--- src/rtl/bram_stream_reader_pkg.sv ---
// Shared types for the BRAM-to-stream reader.
// FSM encoding and FIFO sizing live here.
package bram_stream_reader_pkg;

    typedef enum logic [1:0] {
        IDLE = 2'd0,
        RUN  = 2'd1,
        DONE = 2'd2
    } state_t;

    localparam int FIFO_DEPTH = 2;

endpackage

--- src/rtl/bram_stream_reader_if.sv ---
// AXI-Stream bundle with master/slave views.
// Carries data, valid, ready and last.
interface bram_stream_reader_if #(
    parameter int DWIDTH = 32
);
    logic [DWIDTH-1:0] tdata;
    logic              tvalid;
    logic              tready;
    logic              tlast;

    modport master (
        output tdata,
        output tvalid,
        output tlast,
        input  tready
    );

    modport slave (
        input  tdata,
        input  tvalid,
        input  tlast,
        output tready
    );
endinterface

--- src/rtl/bram_stream_reader_stream_fifo2.sv ---
// Two-entry register FIFO holding {last, data}.
// Head is always visible on dout; caller never pushes when full.
module stream_fifo2 #(
    parameter int W = 33
) (
    input  logic         clk,
    input  logic         rst,
    input  logic         push,
    input  logic [W-1:0] din,
    input  logic         pop,
    output logic [W-1:0] dout,
    output logic [1:0]   occ
);
    logic [W-1:0] e0;
    logic [W-1:0] e1;
    logic         wr_ptr;
    logic         rd_ptr;

    assign dout = rd_ptr ? e1 : e0;

    // Storage, pointers and occupancy update.
    always_ff @(posedge clk or posedge rst) begin
        if (rst) begin
            e0     <= '0;
            e1     <= '0;
            wr_ptr <= 1'b0;
            rd_ptr <= 1'b0;
            occ    <= 2'd0;
        end else begin
            if (push) begin
                if (wr_ptr) e1 <= din;
                else        e0 <= din;
                wr_ptr <= ~wr_ptr;
            end
            if (pop) rd_ptr <= ~rd_ptr;
            unique case ({push, pop})
                2'b10:   occ <= occ + 2'd1;
                2'b01:   occ <= occ - 2'd1;
                default: occ <= occ;
            endcase
        end
    end
endmodule

--- src/rtl/bram_stream_reader.sv ---
// Reads a block of consecutive BRAM words and streams them out.
// Credit-limited issue keeps FIFO plus in-flight word within two.
module bram_stream_reader
    import bram_stream_reader_pkg::*;
#(
    parameter int DWIDTH   = 32,
    parameter int ADDR_BIT = 32,
    parameter int LEN_BIT  = 16
) (
    input  logic                clk,
    input  logic                rst,
    input  logic                start,
    input  logic [ADDR_BIT-1:0] base_addr,
    input  logic [LEN_BIT-1:0]  length,
    output logic                busy,
    output logic                done,
    output logic                bram_en,
    output logic                bram_we,
    output logic [ADDR_BIT-1:0] bram_addr,
    input  logic [DWIDTH-1:0]   bram_d_in,
    bram_stream_reader_if.master m_axis
);
    localparam logic [LEN_BIT-1:0] ONE = LEN_BIT'(1);

    state_t              state;
    state_t              state_n;
    logic [ADDR_BIT-1:0] base_q;
    logic [LEN_BIT-1:0]  len_q;
    logic [LEN_BIT-1:0]  issue_cnt;
    logic [LEN_BIT-1:0]  rd_cnt;
    logic                inflight;
    logic                pop;
    logic                push_last;
    logic [1:0]          occ;
    logic [2:0]          credit;
    logic [DWIDTH:0]     head;

    assign bram_we   = 1'b0;
    assign pop       = m_axis.tvalid & m_axis.tready;
    assign push_last = (rd_cnt == len_q - ONE);
    assign credit    = {1'b0, occ} + {2'b00, inflight} - {2'b00, pop};

    assign m_axis.tvalid = (occ != 2'd0);
    assign m_axis.tdata  = head[DWIDTH-1:0];
    assign m_axis.tlast  = head[DWIDTH];

    stream_fifo2 #(.W(DWIDTH + 1)) u_fifo (
        .clk  (clk),
        .rst  (rst),
        .push (inflight),
        .din  ({push_last, bram_d_in}),
        .pop  (pop),
        .dout (head),
        .occ  (occ)
    );

    // State register.
    always_ff @(posedge clk or posedge rst) begin
        if (rst) state <= IDLE;
        else     state <= state_n;
    end

    // Next state, status flags and read issue.
    always_comb begin
        state_n   = state;
        busy      = 1'b0;
        done      = 1'b0;
        bram_en   = 1'b0;
        bram_addr = '0;
        unique case (state)
            IDLE: begin
                if (start)
                    state_n = (length == '0) ? DONE : RUN;
            end
            RUN: begin
                busy      = 1'b1;
                bram_addr = base_q + ADDR_BIT'(issue_cnt);
                bram_en   = (issue_cnt < len_q) && (credit < 3'd2);
                if (pop && m_axis.tlast)
                    state_n = DONE;
            end
            DONE: begin
                done    = 1'b1;
                state_n = IDLE;
            end
            default: state_n = IDLE;
        endcase
    end

    // Transfer setup, issue/read counters and in-flight tracking.
    always_ff @(posedge clk or posedge rst) begin
        if (rst) begin
            base_q    <= '0;
            len_q     <= '0;
            issue_cnt <= '0;
            rd_cnt    <= '0;
            inflight  <= 1'b0;
        end else begin
            if (state == IDLE && start) begin
                base_q    <= base_addr;
                len_q     <= length;
                issue_cnt <= '0;
                rd_cnt    <= '0;
            end else begin
                if (bram_en)  issue_cnt <= issue_cnt + ONE;
                if (inflight) rd_cnt    <= rd_cnt + ONE;
            end
            inflight <= bram_en;
        end
    end
endmodule

--- src/flat_wrapper.sv ---
// flat-port wrapper written by rule: the top's interface ports become plain ports
module bram_stream_reader_flat import bram_stream_reader_pkg::*;
#(
    parameter int DWIDTH   = 32,
    parameter int ADDR_BIT = 32,
    parameter int LEN_BIT  = 16
)
  (clk, rst, start, base_addr, length, busy, done, bram_en, bram_we, bram_addr, bram_d_in, m_axis_tdata, m_axis_tvalid, m_axis_tlast, m_axis_tready);
  bram_stream_reader_if #(.DWIDTH(DWIDTH)) m_axis_i ();
  input  logic clk;
  input  logic rst;
  input  logic start;
  input  logic [ADDR_BIT-1:0] base_addr;
  input  logic [LEN_BIT-1:0] length;
  output logic busy;
  output logic done;
  output logic bram_en;
  output logic bram_we;
  output logic [ADDR_BIT-1:0] bram_addr;
  input  logic [DWIDTH-1:0] bram_d_in;
  output wire logic [$bits(m_axis_i.tdata)-1:0] m_axis_tdata;
  output wire logic [$bits(m_axis_i.tvalid)-1:0] m_axis_tvalid;
  output wire logic [$bits(m_axis_i.tlast)-1:0] m_axis_tlast;
  input wire logic [$bits(m_axis_i.tready)-1:0] m_axis_tready;
  assign m_axis_tdata = m_axis_i.tdata;
  assign m_axis_tvalid = m_axis_i.tvalid;
  assign m_axis_tlast = m_axis_i.tlast;
  assign m_axis_i.tready = m_axis_tready;
  bram_stream_reader #(.DWIDTH(DWIDTH), .ADDR_BIT(ADDR_BIT), .LEN_BIT(LEN_BIT)) u_core (.clk(clk), .rst(rst), .start(start), .base_addr(base_addr), .length(length), .busy(busy), .done(done), .bram_en(bram_en), .bram_we(bram_we), .bram_addr(bram_addr), .bram_d_in(bram_d_in), .m_axis(m_axis_i));
endmodule
--- config.mk ---
export PLATFORM = sky130hd
export DESIGN_NAME = bram_stream_reader_flat
export DESIGN_NICKNAME = d
export VERILOG_FILES = /design/src/rtl/bram_stream_reader_pkg.sv /design/src/rtl/bram_stream_reader_if.sv /design/src/rtl/bram_stream_reader_stream_fifo2.sv /design/src/rtl/bram_stream_reader.sv /design/src/flat_wrapper.sv
export SDC_FILE = /design/constraint.sdc
export NUM_CORES = 1
export LEC_CHECK = 0
export ABC_CLOCK_PERIOD_IN_PS = 10100
export CAP_MARGIN = 0
export CORE_MARGIN = 8
export CORE_UTILIZATION = 40
export DETAILED_ROUTE_END_ITERATION = 8
export DONT_BUFFER_PORTS = 1
export GPL_TIMING_DRIVEN = 0
export SYNTH_ARGS = -nofsm -noshare
export SYNTH_HDL_FRONTEND = slang
export SYNTH_SLANG_ARGS = --single-unit
--- constraint.sdc ---
create_clock -name clk -period 10.1 [get_ports clk]
set_input_delay 2.02 -clock clk [delete_from_list [all_inputs] [get_ports clk]]
set_output_delay 2.02 -clock clk [all_outputs]
set_load 0.02 [all_outputs]
* After elaboration in Yosys (flattened, before gate mapping) *
Index checks and enable logic that the tools add are counted.

storage, ports and cells
  bits in registers = 153
  input port bits = 84
  output and inout bits = 70
  logic and storage cells = 57

operators by class
  add/subtract/negate cells = 8
  magnitude comparators = 2
  equality and inequality tests = 7
  multiplexer cells = 14
  bitwise logic cells = 3
  reductions and logical operators = 12

operator list
  operator                 count
  $mux W16                 4
  $mux W33                 1
  $add A16 B1 Y16 const B  2
  $add A32 B16 Y32         1
  $mux W32                 1
  $eq A16 B16 Y1           1
  $logic_not A16 Y1        1
  $lt A16 B16 Y1           1
  $sub A16 B1 Y16 const B  1
  $pmux W2 S2              2
  $reduce_bool A2 Y1       4
  $mux W2                  3
  $reduce_and A2 Y1        3
  $eq A2 B1 Y1 const B     2
  $eq A2 B2 Y1 const B     2
  $add A2 B1 Y3            1
  $logic_and A1 B1 Y1      3
  $lt A3 B2 Y1 const B     1
  $mux W1                  3
  $sub A3 B1 Y3            1
  $add A2 B1 Y2 const B    1
  $logic_not A2 Y1         1
  $ne A2 B1 Y1 const B     1
  $ne A2 B2 Y1 const B     1
  other kinds (3)          4

* Depth between registers and ports, before layout *
Gate-level depths: netlist of the first run.

  depth after elaboration = 8
  depth in mapped cells = 14
  depth with buffers taken out = 14

* Cells and area by module *
Synthesis of the first run repeated with hierarchy kept, for this count alone.

unflattened totals
  cells, all modules = 870
  area, all modules = 8907.3 um2

by module, submodules not included
  module              times used  cells each  area each (um2)  sequential area each (um2)
  bram_stream_reader  1           679         5723.0           2077.0
  stream_fifo2        1           191         3184.3           1751.7

* Worst setup path before layout of the first run *
Ideal clock, no wire load.

  path kind = in2out
  from = input port m_axis_tready
  to = output port bram_en
  arrival time = 4.166 ns
  data required time = 8.080 ns
  setup slack = 3.914 ns
  stages on the path = 11
  path buffers = 0
  path through = nand2_1 > inv_1 > ha_1 > nand2b_1 > fa_1 > xor2_1 > nor4b_1 > o21ai_0 > a221oi_2 > nand2_1 > inv_2

on the way
  longest elaborated chain between the ends = 5

RTL lines
  what                 line                      text
  start, declared      flat_wrapper.sv:24        input wire logic [$bits(m_axis_i.tready)-1:0] m_axis_tready;
  $and A1 B1 Y1        bram_stream_reader.sv:39  assign pop = m_axis.tvalid & m_axis.tready;
  via u_core.pop       bram_stream_reader.sv:32  logic pop;
  $sub A3 B1 Y3        bram_stream_reader.sv:41  assign credit = {1'b0, occ} + {2'b00, inflight} - {2'b00, pop};
  $lt A3 B2 Y1         bram_stream_reader.sv:78  bram_en = (issue_cnt < len_q) && (credit < 3'd2);
  $logic_and A1 B1 Y1  bram_stream_reader.sv:78
  $mux W1              bram_stream_reader.sv:70  unique case (state)
  end, declared        flat_wrapper.sv:17        output logic bram_en;

The timed path passes the listed nets, and every way through them passes these cells.

* Worst setup path after layout of the first run *
Same ends and word-level chain as after synthesis.

==> results of run 1 <==
[flip-flops by register name, indices dropped and copies added (netlist names)]
signal,flops
u_core.u_fifo.e0,33
u_core.u_fifo.rd_ptr,1
u_core.rd_cnt,16
u_core.len_q,16
u_core.u_fifo.wr_ptr,1
u_core.u_fifo.occ,2
u_core.issue_cnt,16
u_core.base_q,32
u_core.inflight,1
u_core.u_fifo.e1,33
u_core.state,2
[worst min-delay path: stages (launching register included)]
cell and delay [ns]:
dfrtp_1 0.35, nand2_1 0.05, nand2_1 0.05
[logic make-up (layout without fill, tap and decap cells)]
| kind of cell | count (synthesis) | in the layout | share of synthesized area [%] |
|---|---|---|---|
| buf+inv | 72 | 105 | 3.12 |
| xor+xnor | 56 | 56 | 5.59 |
| mux | 105 | 105 | 13.3 |
| other cells | 1 | 2 | 0.0427 |
| fa+ha+maj | 38 | 38 | 5.59 |
| simple gates | 335 | 335 | 18.1 |
| compound gates | 150 | 150 | 10.6 |
| flops | 153 | 153 | 43.6 |
[final cells by class]
cell class	count	area share [%]
Antenna cell	1	0.0257
Buffer	37	1.46
Clock buffer	19	4.55
Clock inverter	13	1.35
Inverter	35	1.43
Multi-Input combinational cell	685	48.0
Sequential cell	153	39.3
Tap cell	280	3.60
Timing Repair Buffer	1	0.283
[power breakdown]
group	total (mW)	internal [mW]	leakage (nW)	switching [mW]
registers	1.05	0.860	1.90	0.190
logic	1.28	0.463	2.12	0.812
clock network	0.639	0.353	0.283	0.286
[cells in the mapped netlist (3+ instances only)]
cell        n  area (um2)
xor2_1     29         254
o21bai_1    4        30.0
ha_1       36         450
and2_1      5        31.3
and4_1      3        26.3
nor3_1     14        70.1
dfrtp_1   153        3830
and3_1     11        68.8
mux2_2     69         777
a21oi_1    37         185
nand4_1    19         119
or3_1      14        87.6
o211ai_1   12        90.1
o21ai_1    37         185
buf_1       7        26.3
nand2b_1    8        50.1
nand2_1   158         593
or4_1       5        37.5
mux2_1     27         304
xnor2_1    27         236
a21o_1     11        82.6
nor2b_1     6        37.5
mux2i_1     9        90.1
nor4_1      5        31.3
inv_1      33         124
nor3b_1     3        22.5
o21ai_0    13        65.1
nand3_1    17        85.1
a31oi_1     8        50.1
nor2_1     57         214
clkbuf_1   29         109
a211o_1     3        26.3
[per-layer routing]
layer	vias to the layer above	GRT usage (%)	part of all wire, %
met5	-	0	0.056
met4	2	5.74	1.8
met3	28	7.49	9.3
met2	173	25.7	44
met1	3285	22.4	45
li1	3232	-	-
[final timing paths]
check                                                        end  slack, ns  cells past startpoint
max in group asynchronous           u_core.len_q[12]$_DFFE_PP0P_       7.83                      2
worst min register to register      u_core.base_q[4]$_DFFE_PP0P_       0.48                      2
worst min-delay path                u_core.base_q[4]$_DFFE_PP0P_       0.48                      2
worst max register to register  u_core.issue_cnt[15]$_DFFE_PP0P_       5.83                     13
min in group asynchronous       u_core.u_fifo.e0[22]$_DFFE_PP0P_       1.43                      1
worst max-delay path                                     bram_en       3.25                     11
[stage by stage]
| stage | utilization, % | hold slack (ns) | power (mW) | worst slack, ns |
|---|---|---|---|---|
| after global routing | 44.9 | 0.500 | 3.17 | 3.01 |
| after detailed placement | 42.3 | 0.468 | 2.35 | 3.34 |
| after floorplan | - | 0.450 | 2.04 | 3.91 |
| after global placement | 42.1 | 0.462 | 2.32 | 2.01 |
| final | 44.9 | 0.482 | 2.96 | 3.25 |
| after CTS | 44.9 | 0.485 | 3.00 | 3.32 |
==> results.md, run 1 <==
- Commonest cells after routing, fill and taps aside: nand2_1 (158), dfrtp_1 (153), mux2_2 (69), nor2_1 (57)
- Worst skew pair latency: about 0.44 ns
- Crit path buffers/inverters: 2
- IO Port Bufs: 0
- FF/Latch Area: approximately 3800 um2
- Design area: approximately 9700 um2
- Dpl cells: 1191
- Critical Path AT: between 4 and 5 ns
- CP max stage cell: nor4b_1
- Overflow left after global routing: 0
- Final Slew Violations: 0
- Iteration-0 DRC Markers: between 400 and 500
- CTS max path bufs: 2
- Max-cap violations: 0
- Setup TNS Final: 0 ns
- Ys async rst share: 100%
- GRT Util Overall: between 15 and 20%
- Final wirelength: 23100 um
- # rows: 54
- Cts repair resizes: 0
- Detailed Place HPWL: around 18000 um
- Max_slew headroom: 36.0%
- Post-synth cell types: 60
- Worst vdd ir: 0.153 mV
- TritonCTS clock tree: built
- DRC violations left: 0
- Crit-path cells: nand2_1 > inv_1 > ha_1 > nand2b_1 > fa_1 > xor2_1 > nor4b_1 > o21ai_0 > a221oi_2 > nand2_1 > inv_2
- Fmax: 146 MHz
- Worst-path fanout max: 9
- # nets final: approximately 1100
- Cell Count, Final, Fillers Out: 1224
- Fin crit period: just under 7 ns
- Tightest Pin Transition: 0.951 ns
- Post-synth EDFFs: 0
- Number of global-route vias before repair: between 6000 and 7000
- Final Setup Violations: 0
- Fin crit share: between 60% and 70%
- Top_reg_cell synth: dfrtp_1
- Crit path max-delay family: simple AND/OR/NAND/NOR gates
- Largest net degree at the start of global routing: 103
- Root buf cell: clkbuf_16
- Final Skew: roughly 0.011 ns
- RSZ-0062 raised after global routing: false
- Vias/cell: between 5 and 6
- Clock buffer count from CTS: 17
- Sequential fraction of the synthesis area: between 40% and 50%
- Layout cells sized above 1: approximately 12%
- Core Footprint: about 22000 um2
- Area of the multi-input gates: 4680 um2
- Placed inst area: approximately 9000 um2
- Leading cell type in the layout, fill and taps excluded: nand2_1
- Syn nets: 1032
- Clock Sinks: 153
- Hold Path Class: reg2reg
- Number of synthesized register bits: 153
- Die Ht: 164 um
- Area grow syn2layout: 11.0%
- Vias: about 6700
- Postcts setup bufs: 0
- Crit. End Element: primary output
- Final hold violations: 0
- Initial antenna violation count: 1
- Outcome: finished, final reports clean
- H-tree level count: 4
- Worst hold start: u_core.base_q[4]$_DFFE_PP0P_
- Fill cells: ~2100
- First-pass GRT wire length: roughly 36000 um
- Startpoint Class: input pin
- Synthesized area: ~9000 um2
- I/O Pins: approximately 150
- CP Class: in2out
- Syn avg cell area: 9.65 um2
- RD Place Congestion: 0.822
- WP data required: between 8 and 9 ns
- Die width: roughly 160 um
- Most frequent CP cell: nand2_1
- WL per Instance: between 15 and 20 um
- Drt first pass iters: 5
- Initial core utilization: about two fifths
- CP max stage delay: between 0.4 and 0.5 ns
- CP startpoint: m_axis_tready
- Die area: 26900 um2
- Power density cells: 304 nW/um2
- Reg clk slew, reported paths: around 0.07 ns
- Pleak: ~4.3 nW
- Cells after Synth: 910
- Post-route ant nets: 0
- Yosys warning total: 0
- Worst reg2reg path startpoint: u_core.u_fifo.occ[1]$_DFFE_PP0N_
- CTS Hold Bufs: 0
Note: power is estimated with default switching activity, not from simulation.
==> run 2: changes to the inputs <==
--- a/config.mk
+++ b/config.mk
@@ -5,7 +5,7 @@
 export SDC_FILE = /design/constraint.sdc
 export NUM_CORES = 1
 export LEC_CHECK = 0
-export ABC_CLOCK_PERIOD_IN_PS = 10100
+export ABC_CLOCK_PERIOD_IN_PS = 7050
 export CAP_MARGIN = 0
 export CORE_MARGIN = 8
 export CORE_UTILIZATION = 40
==> constraint.sdc (replaced) <==
create_clock -name clk -period 7.05 [get_ports clk]
set_input_delay 1.41 -clock clk [delete_from_list [all_inputs] [get_ports clk]]
set_output_delay 1.41 -clock clk [all_outputs]
set_load 0.02 [all_outputs]
==> results of run 2 <==
Same layout as run 1 (identical final DEF). Status: finished, final reports clean.
Among the figures that moved: setup slack after placement 3.34 ns -> 1.51 ns; setup slack after layout 3.25 ns -> 1.42 ns; register-to-register setup slack 5.83 ns -> 2.78 ns; total power 2.96 mW -> 4.25 mW; worst IR drop on VDD 0.153 mV -> 0.219 mV
